File: src/rtl/larpix_config_responder.sv
// Chip-side configuration responder: pulls 64-bit packets from the UART
// receiver, filters on parity/declare/magic/chip ID, executes register map
// writes and reads, and loads one reply per accepted command into the
// UART transmitter.
module larpix_config_responder #(
  parameter int unsigned WIDTH     = 64,
  parameter int unsigned REGNUM    = 256,
  parameter logic [7:0]  GLOBAL_ID = 8'd255,
  parameter logic [31:0] MAGIC     = 32'h8950_4E47
) (
  input  logic             clk,
  input  logic             reset_n,
  input  logic [7:0]       chip_id,
  input  logic [WIDTH-1:0] rx_data,
  input  logic             rx_empty,
  output logic             uld_rx_data,
  output logic [WIDTH-1:0] tx_data,
  output logic             ld_tx_data,
  input  logic             tx_busy,
  input  logic [7:0]       dbg_addr,
  output logic [7:0]       dbg_data,
  output logic [7:0]       rx_pkt_cnt,
  output logic [7:0]       bad_pkt_cnt,
  output logic [7:0]       parity_err_cnt
);

  typedef enum logic [2:0] {
    S_IDLE,
    S_UNLOAD,
    S_DECODE,
    S_EXEC,
    S_REPLY
  } state_e;

  state_e           state_q, state_d;
  logic [WIDTH-1:0] pkt_q;
  logic [WIDTH-1:0] tx_data_q;
  logic [7:0]       regmap_q [REGNUM];
  logic [7:0]       rx_cnt_q, bad_cnt_q, par_cnt_q;

  logic inc_rx, inc_bad, inc_par;

  // Packet field decode of the captured command
  logic [1:0]       pkt_decl;
  logic [7:0]       pkt_chip, pkt_addr, pkt_data;
  logic [31:0]      pkt_magic;
  logic             par_ok, decl_ok, magic_ok, id_ok, is_write;
  logic [7:0]       exec_data;
  logic [WIDTH-2:0] reply_body;
  logic [WIDTH-1:0] reply_word;

  assign pkt_decl  = pkt_q[1:0];
  assign pkt_chip  = pkt_q[9:2];
  assign pkt_addr  = pkt_q[17:10];
  assign pkt_data  = pkt_q[25:18];
  assign pkt_magic = pkt_q[57:26];

  assign par_ok    = (pkt_q[WIDTH-1] == ~^pkt_q[WIDTH-2:0]);
  assign decl_ok   = pkt_decl[1];
  assign magic_ok  = (pkt_magic == MAGIC);
  assign id_ok     = (pkt_chip == chip_id) || (pkt_chip == GLOBAL_ID);
  assign is_write  = (pkt_decl == 2'd2);

  // Reply data: written value for writes, pre-write map contents for reads
  assign exec_data  = is_write ? pkt_data : regmap_q[pkt_addr];
  assign reply_body = {1'b1, 4'b0000, MAGIC, exec_data, pkt_addr, chip_id, pkt_decl};
  assign reply_word = {~^reply_body, reply_body};

  assign tx_data        = tx_data_q;
  assign dbg_data       = regmap_q[dbg_addr];
  assign rx_pkt_cnt     = rx_cnt_q;
  assign bad_pkt_cnt    = bad_cnt_q;
  assign parity_err_cnt = par_cnt_q;

  // State register
  always_ff @(posedge clk or negedge reset_n) begin
    if (!reset_n) state_q <= S_IDLE;
    else          state_q <= state_d;
  end

  // Next-state, strobes and counter increment requests
  always_comb begin
    state_d     = state_q;
    uld_rx_data = 1'b0;
    ld_tx_data  = 1'b0;
    inc_rx      = 1'b0;
    inc_bad     = 1'b0;
    inc_par     = 1'b0;
    case (state_q)
      S_IDLE:   if (!rx_empty) state_d = S_UNLOAD;
      S_UNLOAD: begin
        uld_rx_data = 1'b1;
        state_d     = S_DECODE;
      end
      S_DECODE: begin
        state_d = S_IDLE;
        if (!par_ok) begin
          inc_par = 1'b1;
          inc_bad = 1'b1;
        end else if (!decl_ok || !magic_ok) begin
          inc_bad = 1'b1;
        end else if (id_ok) begin
          inc_rx  = 1'b1;
          state_d = S_EXEC;
        end
      end
      S_EXEC:   state_d = S_REPLY;
      S_REPLY:  if (!tx_busy) begin
        ld_tx_data = 1'b1;
        state_d    = S_IDLE;
      end
      default:  state_d = S_IDLE;
    endcase
  end

  // Packet capture during the unload strobe, reply build in EXEC
  always_ff @(posedge clk or negedge reset_n) begin
    if (!reset_n) begin
      pkt_q     <= '0;
      tx_data_q <= '0;
    end else begin
      if (state_q == S_UNLOAD) pkt_q     <= rx_data;
      if (state_q == S_EXEC)   tx_data_q <= reply_word;
    end
  end

  // Register map, written in EXEC for write commands
  always_ff @(posedge clk or negedge reset_n) begin
    if (!reset_n) begin
      for (int unsigned i = 0; i < REGNUM; i++) regmap_q[i] <= '0;
    end else if (state_q == S_EXEC && is_write) begin
      regmap_q[pkt_addr] <= pkt_data;
    end
  end

  // Saturating status counters
  always_ff @(posedge clk or negedge reset_n) begin
    if (!reset_n) begin
      rx_cnt_q  <= '0;
      bad_cnt_q <= '0;
      par_cnt_q <= '0;
    end else begin
      if (inc_rx  && rx_cnt_q  != '1) rx_cnt_q  <= rx_cnt_q  + 8'd1;
      if (inc_bad && bad_cnt_q != '1) bad_cnt_q <= bad_cnt_q + 8'd1;
      if (inc_par && par_cnt_q != '1) par_cnt_q <= par_cnt_q + 8'd1;
    end
  end

endmodule

File: config.mk
export PLATFORM = sky130hd
export DESIGN_NAME = larpix_config_responder
export DESIGN_NICKNAME = d
export VERILOG_FILES = /design/src/rtl/larpix_config_responder.sv
export SDC_FILE = /design/constraint.sdc
export NUM_CORES = 2
export LEC_CHECK = 0
export CORE_UTILIZATION = 61
export DETAILED_ROUTE_END_ITERATION = 16
export HOLD_SLACK_MARGIN = 0.06
export PLACE_DENSITY = 0.78
export REMOVE_ABC_BUFFERS = 1
export SLEW_MARGIN = 30
export SYNTH_ARGS = -nofsm -noshare
export SYNTH_HDL_FRONTEND = slang
export SYNTH_SLANG_ARGS = --single-unit
File: constraint.sdc
create_clock -name clk -period 4.81 [get_ports clk]
set_clock_uncertainty 0.05 [all_clocks]
set_input_delay 0.481 -clock clk [delete_from_list [all_inputs] [get_ports clk]]
set_output_delay 0.481 -clock clk [all_outputs]
set_load 0.005 [all_outputs]
==> impl_metrics.tcl <==
set metrics [dict create \
    grtUsageMet2_pct 55.3 \
    setup.worst_path.class "register to register" \
    max_slew_margin_pct 23.8 \
    timing.fmax_ghz 0.206 \
    cts_tree "built" \
    critPathMaxStageDelay_ns 0.72 \
    synth_area_sq_mm 0.115 \
    rsz0062_at_grt "no" \
    power_switching_uw 20800 \
    clkPwrFrac_pct 31.7 \
    hold_path_end "pkt_q[39]" \
    n_fill_cell 12200 \
    cp_num_buf_inv 4 \
    overflow 0 \
    rows 158 \
    start_kind "register" \
    cts_setup_buffers 0 \
    layout_common_cells "dfrtp_1, mux2_2, mux4_2" \
    p_seq_share_pct 35.0 \
    die_h_um 436 \
    yosysWarnings 0 \
    outcome "finished with violations" \
    nets 7753 \
    ios 182 \
    syn2layout_area_growth_pct 11.1 \
    synth_edf_count 0 \
    whs_ns 0.105 \
    violations "setup timing" \
    cp_top_family "compound AO/OA/AOI/OAI gates" \
    avgSynthCellArea_sq_um 15.2 \
    clock-root-buffer "clkbuf_16" \
    first_global_vias 76912 \
    port_buffers 158 \
    regArea_sq_mm 0.0543 \
    clock_latency_ns 0.91 \
    cap_violations 0 \
    drive_above_1_share_pct 48.1 \
    pwr-share-comb_pct 33.3 \
    grtUsageMet1_pct 50.2 \
    fin_crit_sh_pct 101 \
    use_met3_pct 13.3 \
    path_clk_slew_ns 0.06 \
    cp_max_fo 31 \
    htree_levels 4 \
    syn_inst 7569 \
    crit_chain "buf_12 > buf_12 > inv_1 > buf_4 > mux2i_1 > o22ai_1 > o221ai_1 > a211o_2 > xnor2_1 > xnor3_1 > xnor3_1 > o21ai_1" \
    antenna_found_initial 26 \
    grt.total_usage_pct 38.2 \
    reg2reg_to "tx_data[63]" \
    dp_cells 9880 \
    min_path_cells 3 \
    setup_viol 1 \
    cts_sinks 2167 \
    fin_crit_ns 4.86 \
    worstMarginPinSlew_ns 1.14 \
    worstHoldStart "rx_data[39]" \
    switching_share_pct 36.1 \
    pwr_density_cell_mw_per_mm2 451 \
    gp_congestion 1.04 \
    p_leak_uw 0.0584 \
    fp.coreArea_sq_mm 0.186 \
    r2r-start "pkt_q[11]" \
    reg2reg_depth 12 \
    drtPass1Iterations 7 \
    r2r_slack_ns -0.05 \
    via_per_inst 7.32 \
    grt_max_degree 193 \
    routed_wl_mm 358 \
    vdd_ir_drop_max_uv 1180 \
    drcViolationCount 0 \
    vias 75443 \
    wl_per_cell_um 34.7 \
    cp_data_required_time_ns 5.58 \
    die_x_um 436 \
    fin_cells 10300 \
    finalMaxSlewViolations 0 \
    clockBufferDepth 3 \
    fin_ws_ns -0.0470 \
    numCtsBuffers 222 \
    internal_power_uw 36800 \
    endpoint_kind "register" \
    seq_area_frac_synth_pct 47.2 \
    grt_pass1_wl_mm 530 \
    multi_input_area_sq_mm 0.0572 \
    place_hpwl_mm 241 \
    finalHoldViolCount 0 \
    cp.arrival_ns 5.63 \
    hold_class "input pin to register" \
    die_area_sq_mm 0.190 \
    yosys_register_bits 2167 \
    initial_utilization_pct 61.7 \
    drt_iter0_drc 9887 \
    busiest_layer "met2" \
    final_common_cell "dfrtp_1" \
    ant_nets 0 \
    ys.flop_type "dfrtp_1" \
    yosys.cell_types.count 64 \
    async_flop_share_pct 100 \
    slowest_stage "o221ai_1" \
]
## registers in the layout, indices dropped and copies added (netlist names)
| register | flops |
|---|---|
| rx_pkt_cnt | 8 |
| tx_data | 28 |
| pkt_q | 64 |
| regmap_q | 2048 |
| bad_pkt_cnt | 8 |
| state_q | 3 |
| parity_err_cnt | 8 |
## worst reg2reg max path, cell delays in order, from the launching register on
cell      delay [ns]
dfrtp_4         0.64
buf_12          0.26
buf_12          0.25
inv_1           0.16
buf_4           0.36
mux2i_1         0.71
o22ai_1         0.31
o221ai_1        0.72
a211o_2         0.24
xnor2_1         0.19
xnor3_1         0.42
xnor3_1         0.37
o21ai_1         0.12
## per-layer routing
metal | up-vias | share of wire, % | wire, um
li1 | 29304 | - | -
met1 | 40259 | 36 | 129000
met2 | 4701 | 45 | 159000
met3 | 1157 | 12 | 43200
met4 | 22 | 7.2 | 25600
met5 | - | 0.091 | 325
## power groups by stage
stage	sequential [uW]	clock [uW]	combinational (uW)
3_5_place_dp	20400	0	18500
5_1_grt	20200	19100	19500
6_report	20100	18300	19200
3_3_place_gp	20300	0	18200
4_1_cts	20100	18400	18600
2_1_floorplan	21500	0	7030
## Yosys cell counts (all sizes together) (14+ instances only)
library cell     n  share of area, %
xnor2           62              0.47
and3            15             0.082
mux4          1200                24
mux2          1833                18
ha              40              0.44
mux2i          144               1.3
inv             29             0.095
a22oi           65              0.42
a31oi           14             0.076
nand3           41              0.18
a221oi          19              0.14
a21oi           29              0.13
o21ai          320               1.4
nor2            47              0.15
dfrtp         2167                47
buf            232               1.5
o211ai          18              0.12
clkbuf         442               1.4
and2            40              0.22
nand2          692               2.3
## what timing repair did
item | 4_1_cts | 5_1_grt
hold endpoints to repair | 118 | 0
setup endpoints to repair | 1 | 1
gates cloned | 0 | 0
gates resized for setup | 2 | 3
hold buffers | 1 | 0
## worst max path at each step
stage	from	to	slack, ns	depth (start not counted)
2_1_floorplan	pkt_q[10]	tx_data[63]	-20.15	10
3_3_place_gp	pkt_q[10]	tx_data[63]	-0.08	12
3_5_place_dp	pkt_q[10]	tx_data[63]	-0.03	12
4_1_cts	pkt_q[10]	tx_data[63]	0.02	12
5_1_grt	pkt_q[10]	tx_data[63]	0.006	11
6_report	pkt_q[11]	tx_data[63]	-0.05	12
## final cells by class
type	count	share of cell area, %
multi-input combinational	4719	44.9
sequential	2167	42.5
clock buffer	331	5.21
timing repair buffer	488	4.04
tap	2480	2.43
clock inverter	78	0.843
inverter	31	0.101
antenna	6	0.0118
## through the flow
step	power [uW]	TNS [ns]	setup slack, ns	util [%]	instance area, sq um
4_1_cts	57000	0	0.0221	68.5	128000
5_1_grt	58800	0	0.00637	68.5	128000
6_report	57600	-0.0470	-0.0470	68.5	128000
3_5_place_dp	38900	-0.0322	-0.0322	64.3	120000
3_3_place_gp	38600	-0.0750	-0.0750	64.3	120000
2_1_floorplan	28500	-	-20.15	-	112000
## cell families (layout without fill, tap and decap cells)
group / after synthesis / in the layout / synth area share [%]
other cells: 1 / 29 / 0.00326
mux: 3177 / 3177 / 42.8
compound gates: 526 / 526 / 2.75
buf+inv: 705 / 928 / 3.09
flops: 2167 / 2167 / 47.2
fa+ha+maj: 40 / 40 / 0.436
xor+xnor: 79 / 79 / 0.650
simple gates: 874 / 874 / 3.11
(Power assumes the default switching activity.)
